`config.mk`:
```
export PLATFORM = sky130hd
export DESIGN_NAME = uartprobe_gpx
export DESIGN_NICKNAME = d
export VERILOG_FILES = /design/src/rtl/uartprobe_gpx.sv
export SDC_FILE = /design/constraint.sdc
export NUM_CORES = 1
export LEC_CHECK = 0
export ABC_AREA = 1
export CAP_MARGIN = 20
export CORE_MARGIN = 2
export CORE_UTILIZATION = 53
export DETAILED_ROUTE_END_ITERATION = 7
export PLACE_DENSITY_LB_ADDON = 0.25
export SLEW_MARGIN = 10
export SYNTH_ARGS = -nofsm -noshare
export SYNTH_HDL_FRONTEND = slang
export SYNTH_SLANG_ARGS = --single-unit
```
`constraint.sdc`:
```
create_clock -name clk -period 7 [get_ports clk]
set_input_delay 0.7 -clock clk [delete_from_list [all_inputs] [get_ports clk]]
set_output_delay 0.7 -clock clk [all_outputs]
set_load 0.005 [all_outputs]
```
`src/rtl/uartprobe_gpx.sv`:
```
// Byte-command UART debug probe: GPO write/set/clear/toggle, GPI read/dump,
// sticky GPI edge capture, driven over valid/ready RX and TX byte streams.
module uartprobe_gpx #(
    parameter int                        GPIO_BYTES = 4,
    parameter logic [8*GPIO_BYTES-1:0]   GPO_RESET  = '0,
    parameter logic [7:0]                ERR_BYTE   = 8'hEE
) (
    input  logic                         clk,
    input  logic                         m_areset,
    input  logic                         rx_valid,
    input  logic [7:0]                   rx_data,
    output logic                         rx_ready,
    output logic                         tx_valid,
    output logic [7:0]                   tx_data,
    input  logic                         tx_ready,
    output logic [8*GPIO_BYTES-1:0]      gpo,
    input  logic [8*GPIO_BYTES-1:0]      gpi,
    output logic                         edge_pending
);

    localparam int W = 8 * GPIO_BYTES;

    typedef enum logic [2:0] {
        IDLE = 3'd0,
        ARG1 = 3'd1,
        ARG2 = 3'd2,
        RESP = 3'd3,
        DUMP = 3'd4
    } state_t;

    state_t          state_q, state_d;
    logic [7:0]      cmd_q, cmd_d;
    logic [7:0]      idx_q, idx_d;
    logic [W-1:0]    gpo_q, gpo_d;
    logic [W-1:0]    snap_q, snap_d;
    logic [4:0]      cnt_q, cnt_d;
    logic            tx_valid_q, tx_valid_d;
    logic [7:0]      tx_data_q, tx_data_d;
    logic            rx_ready_q, rx_ready_d;
    logic [W-1:0]    gs1_q, gs_q, prev_q;
    logic [1:0]      arm_cnt_q;
    logic [W-1:0]    edge_q, edge_d;
    logic            edge_pending_q;
    logic [W-1:0]    clr_s, new_edge_s;
    logic            rx_hs_s, tx_hs_s;

    // Byte idx of v; out-of-range idx yields zero.
    function automatic logic [7:0] get_byte(input logic [W-1:0] v, input logic [7:0] idx);
        logic [7:0] r;
        r = 8'h00;
        for (int k = 0; k < GPIO_BYTES; k++) begin
            r = r | ((idx == 8'(k)) ? v[8*k +: 8] : 8'h00);
        end
        return r;
    endfunction

    // Places m in lane idx; out-of-range idx yields an all-zero mask.
    function automatic logic [W-1:0] lane_mask(input logic [7:0] idx, input logic [7:0] m);
        logic [W-1:0] r;
        r = '0;
        for (int k = 0; k < GPIO_BYTES; k++) begin
            r[8*k +: 8] = (idx == 8'(k)) ? m : 8'h00;
        end
        return r;
    endfunction

    assign rx_hs_s = rx_valid & rx_ready_q;
    assign tx_hs_s = tx_valid_q & tx_ready;

    // GPI synchroniser, previous-sample register and edge arming counter.
    always_ff @(posedge clk or posedge m_areset) begin
        if (m_areset) begin
            gs1_q     <= '0;
            gs_q      <= '0;
            prev_q    <= '0;
            arm_cnt_q <= 2'd0;
        end else begin
            gs1_q     <= gpi;
            gs_q      <= gs1_q;
            prev_q    <= gs_q;
            arm_cnt_q <= (arm_cnt_q == 2'd3) ? 2'd3 : arm_cnt_q + 2'd1;
        end
    end

    // Edges are ignored until prev holds a genuinely synchronised sample.
    always_comb begin
        new_edge_s = (arm_cnt_q == 2'd3) ? (gs_q ^ prev_q) : '0;
        edge_d     = (edge_q & ~clr_s) | new_edge_s;
    end

    // Command FSM next-state and datapath.
    always_comb begin
        state_d    = state_q;
        cmd_d      = cmd_q;
        idx_d      = idx_q;
        gpo_d      = gpo_q;
        snap_d     = snap_q;
        cnt_d      = cnt_q;
        tx_valid_d = tx_valid_q;
        tx_data_d  = tx_data_q;
        clr_s      = '0;
        case (state_q)
            IDLE: begin
                if (rx_hs_s) begin
                    cmd_d = rx_data;
                    case (rx_data)
                        8'h01, 8'h02, 8'h03, 8'h04, 8'h05, 8'h06, 8'h07, 8'h09: begin
                            state_d = ARG1;
                        end
                        8'h08: begin
                            state_d    = DUMP;
                            snap_d     = gs_q;
                            cnt_d      = 5'd0;
                            tx_valid_d = 1'b1;
                            tx_data_d  = get_byte(gs_q, 8'h00);
                        end
                        8'h0A: begin
                            state_d    = RESP;
                            tx_valid_d = 1'b1;
                            tx_data_d  = 8'(GPIO_BYTES);
                        end
                        default: begin
                            state_d    = RESP;
                            tx_valid_d = 1'b1;
                            tx_data_d  = ERR_BYTE;
                        end
                    endcase
                end else begin
                    state_d = IDLE;
                end
            end
            ARG1: begin
                if (rx_hs_s) begin
                    idx_d = rx_data;
                    case (cmd_q)
                        8'h01: begin
                            state_d    = RESP;
                            tx_valid_d = 1'b1;
                            tx_data_d  = rx_data;
                        end
                        8'h02: begin
                            state_d    = RESP;
                            tx_valid_d = 1'b1;
                            tx_data_d  = get_byte(gs_q, rx_data);
                        end
                        8'h03: begin
                            state_d    = RESP;
                            tx_valid_d = 1'b1;
                            tx_data_d  = get_byte(gpo_q, rx_data);
                        end
                        8'h09: begin
                            state_d    = RESP;
                            tx_valid_d = 1'b1;
                            tx_data_d  = get_byte(edge_q, rx_data);
                            clr_s      = lane_mask(rx_data, 8'hFF);
                        end
                        default: begin
                            state_d = ARG2;
                        end
                    endcase
                end else begin
                    state_d = ARG1;
                end
            end
            ARG2: begin
                if (rx_hs_s) begin
                    state_d = IDLE;
                    case (cmd_q)
                        8'h04:   gpo_d = (gpo_q & ~lane_mask(idx_q, 8'hFF)) | lane_mask(idx_q, rx_data);
                        8'h05:   gpo_d = gpo_q | lane_mask(idx_q, rx_data);
                        8'h06:   gpo_d = gpo_q & ~lane_mask(idx_q, rx_data);
                        8'h07:   gpo_d = gpo_q ^ lane_mask(idx_q, rx_data);
                        default: gpo_d = gpo_q;
                    endcase
                end else begin
                    state_d = ARG2;
                end
            end
            RESP: begin
                if (tx_hs_s) begin
                    state_d    = IDLE;
                    tx_valid_d = 1'b0;
                end else begin
                    state_d = RESP;
                end
            end
            DUMP: begin
                if (tx_hs_s) begin
                    if (cnt_q == 5'(GPIO_BYTES - 1)) begin
                        state_d    = IDLE;
                        tx_valid_d = 1'b0;
                    end else begin
                        cnt_d     = cnt_q + 5'd1;
                        tx_data_d = get_byte(snap_q, 8'(cnt_q + 5'd1));
                    end
                end else begin
                    state_d = DUMP;
                end
            end
            default: begin
                state_d    = IDLE;
                tx_valid_d = 1'b0;
            end
        endcase
        rx_ready_d = (state_d == IDLE) || (state_d == ARG1) || (state_d == ARG2);
    end

    // Registered FSM state, datapath and outputs.
    always_ff @(posedge clk or posedge m_areset) begin
        if (m_areset) begin
            state_q        <= IDLE;
            cmd_q          <= 8'h00;
            idx_q          <= 8'h00;
            gpo_q          <= GPO_RESET;
            snap_q         <= '0;
            cnt_q          <= 5'd0;
            tx_valid_q     <= 1'b0;
            tx_data_q      <= 8'h00;
            rx_ready_q     <= 1'b0;
            edge_q         <= '0;
            edge_pending_q <= 1'b0;
        end else begin
            state_q        <= state_d;
            cmd_q          <= cmd_d;
            idx_q          <= idx_d;
            gpo_q          <= gpo_d;
            snap_q         <= snap_d;
            cnt_q          <= cnt_d;
            tx_valid_q     <= tx_valid_d;
            tx_data_q      <= tx_data_d;
            rx_ready_q     <= rx_ready_d;
            edge_q         <= edge_d;
            edge_pending_q <= |edge_d;
        end
    end

    assign rx_ready     = rx_ready_q;
    assign tx_valid     = tx_valid_q;
    assign tx_data      = tx_data_q;
    assign gpo          = gpo_q;
    assign edge_pending = edge_pending_q;

endmodule

```
==> summary.md <==
| Metric | Value |
|---|---|
| Status | `finished clean` |
| DIE HEIGHT | `around 150 um` |
| Leakage power | `between 5 and 6 nW` |
| Wire length per cell | `between 15 and 20 um` |
| Min-delay src | `gs1_q[17]` |
| Core Region | `0.0211 mm2` |
| GRT Total Usage | `0.266` |
| Synthesis-stage register bit count | `approximately 230` |
| Max-Cap Viols | `0` |
| Placed Cells | `1678` |
| PostCTS Resize Cnt | `0` |
| Cell family with most CP delay | `simple AND/OR/NAND/NOR gates` |
| Area post-placement | `between 0.01 and 0.015 mm2` |
| Mapped Nets | `1436` |
| Vias per Instance | `~5.5` |
| Total Wirelength | `~30000 um` |
| Avg Inst Size Synth | `8.41 um2` |
| Top cell by count, worst path | `nand2_1` |
| DRT Pass-1 Iters | `5` |
| Worst Hold Path Cells | `0` |
| Pwr Density | `269 mW/mm2` |
| Critical path's largest stage delay | `~0.82 ns` |
| Clock Tree Root | `clkbuf_16` |
| Clock slew at reported path FFs | `approximately 0.060 ns` |
| Critical Path End Type | `flip-flop` |
| Initial Utilization | `0.540` |
| FP Rows | `53` |
| Total Die Area | `between 0.02 and 0.025 mm2` |
| Commonest cells after routing, fill and taps aside | `nand2_1 (311), dfrtp_1 (229), nor2_1 (181), inv_1 (132), nand3_1 (97)` |
| TritonCTS buffer count | `25` |
| Antenna cells | `0` |
| Final period util | `0.414` |
| Layout cells sized above 1 | `0.0869` |
| Final hold slack | `~0.34 ns` |
| Worst setup path start | `rx_data[1]` |
| Sequential-to-total area share from yosys stat | `0.503` |
| RePlAce Congestion | `0.912` |
| Final instance area | `0.0134 mm2` |
| Slowest CP cell | `clkdlybuf4s50_1` |
| Max FO, Critical Path | `24` |
| Max Freq | `between 300 and 400 MHz` |
| Peak supply drop | `0.202 mV` |
| Cell Area, Synth | `0.0114 mm2` |
| Number of global-route vias before repair | `between 9000 and 10000` |
| # DRC | `0` |
| Fin crit period | `just under 3 ns` |
| Largest net degree at the start of global routing | `124` |
| RSZ-0062 raised after global routing | `false` |
| Post-Layout Cell Count | `roughly 1700` |
| Initial antenna violation count | `0` |
| Fin. Hold Viols | `0` |
| CTS tree | `yes` |
| Slew headroom | `0.333` |
| Cell Chain, Critical Path | `clkdlybuf4s50_1, nand2_1, nor2_2, nand3_1, nand2_1, nor2_1, nor2_1, nor2_1, nand2_1, nand2_1, nand3_1, nand2_1, inv_1` |
| Setup TNS | `0 ns` |
| ANT nets after route | `0` |
| Clk buf depth | `3` |
| Layout Nets | `roughly 1500` |
| Worst-case clock skew | `around 0.016 ns` |
| Most common cell after layout, fill and taps aside | `nand2_1` |
| Cells on worst reg2reg path | `8` |
| CTS sink cnt | `229` |
| First-pass GRT wire length | `roughly 47000 um` |
| FF-to-FF Start | `cmd_q[5]` |
| DP HPWL | `approximately 20000 um` |
| Slew Viols, Final | `0` |
| Die width | `around 150 um` |
| Syn Inst Count | `~1400` |
| Initial DRC count | `approximately 700` |
| Hold-fix buffers, CTS | `0` |
| Overall power | `around 3.6 mW` |
| Unique masters post-synth | `39` |
| WP buf/inv | `2` |
| I/O pin count | `between 80 and 90` |
| Setup violators final | `0` |
| CP required | `roughly 7.5 ns` |
| Crit path DAT | `3.39 ns` |
| Min-Delay Path Class | `reg2reg` |
| Area Growth Syn to Fin | `17.7%` |
| Postcts setup bufs | `0` |
| Worst-margin pin slew | `roughly 1 ns` |
| CTS H-tree depth | `1` |
| Congestion Overflow GR | `0` |
| # port buffers | `86` |
| Skew-Pair Late Insertion Delay | `between 0.5 and 0.6 ns` |
| WP depth | `13` |
| Vias | `around 9500` |
| Yosys Warn Count | `0` |
| Startpoint Class | `primary input` |
| WS Path Type | `in2reg` |
-- cells in the mapped netlist --
cell type	n	share of area
ha_1	37	0.041
nor3_1	21	0.0092
xnor2_1	1	0.00077
o21ai_1	40	0.018
inv_2	13	0.0043
nand3_1	97	0.043
nor2_4	6	0.0059
nor3_2	2	0.0018
nand3_4	3	0.0046
dfrtp_1	229	0.50
clkbuf_1	17	0.0056
o211ai_1	1	0.00066
o22ai_1	35	0.019
nor4_1	1	0.00055
nand2_1	311	0.10
or2_0	1	0.00055
o21a_1	2	0.0013
a21oi_2	1	0.00077
clkinv_1	1	0.00033
buf_2	26	0.011
nand4_2	1	0.0011
or2_2	1	0.00055
mux2_4	8	0.011
nand2_4	2	0.0020
nor2_1	181	0.060
nand4_1	6	0.0033
nor4_4	4	0.0075
a211oi_1	1	0.00066
inv_1	133	0.044
a21oi_1	45	0.020
and2_1	8	0.0044
nor3b_1	32	0.021
nor2_2	8	0.0044
o21ai_0	51	0.022
o31ai_1	1	0.00066
mux2_2	18	0.018
nand2_2	5	0.0027
buf_6	3	0.0030
nand3_2	2	0.0018
-- per-layer routing --
layer	vias to the layer above	GRT usage	part of all wire	wire, um
met3	87	0.0297	0.059	1720
met5	-	0	0	0
li1	4535	-	-	-
met4	0	0.109	0.039	1130
met1	4518	0.367	0.43	12500
met2	349	0.430	0.47	13800
-- cells by family after synthesis --
family,Yosys count,share of synthesized area
AOI/OAI and AO/OA,177,0.0830
muxes,26,0.0283
xor gates and xnor gates,1,0.000769
buffers and inverters,193,0.0684
adders and majority gates,37,0.0406
and+or+nand+nor,692,0.276
DFF,229,0.503
-- where the power goes --
part | switching (mW) | total [mW] | leakage, nW | internal [mW]
Combinational | 0.380 | 0.590 | 2.78 | 0.210
Clock | 0.558 | 1.48 | 0.452 | 0.926
Sequential | 0.0970 | 1.53 | 2.73 | 1.43
Total | 1.04 | 3.61 | 5.96 | 2.57
-- final timing paths --
check | to | slack, ns
max in group asynchronous | cnt_q[4] | 5.01
max | tx_data[5] | 4.10
min in group asynchronous | gs1_q[21] | 0.72
max reg2reg | gpo[26] | 4.50
min reg2reg | gs_q[17] | 0.34
min | gs_q[17] | 0.34
-- stage by stage --
stage / setup WS [ns] / util
3_3_place_gp: 3.24 / 0.590
4_1_cts: 3.79 / 0.635
2_1_floorplan: 0.0238 / -
3_5_place_dp: 3.23 / 0.591
6_report: 4.10 / 0.636
5_1_grt: 3.84 / 0.636
-- registers in the layout, summed over array words and instances, names as in the netlist --
| signal | cells |
|---|---|
| edge_q | 32 |
| rx_ready | 1 |
| arm_cnt_q | 2 |
| idx_q | 8 |
| edge_pending | 1 |
| snap_q | 32 |
| state_q | 3 |
| tx_valid | 1 |
| gpo | 32 |
| gs1_q | 32 |
| prev_q | 32 |
| gs_q | 32 |
| cmd_q | 8 |
| cnt_q | 5 |
| tx_data | 8 |
-- cell type report --
class | count | area [um2]
clock buffer | 33 | 696
tap | 275 | 344
fill | 1786 | 7680
clock inverter | 13 | 239
sequential | 229 | 5730
inverter | 147 | 559
multi-input combinational | 933 | 4890
timing repair buffer | 95 | 948
(Power assumes the default switching activity.)
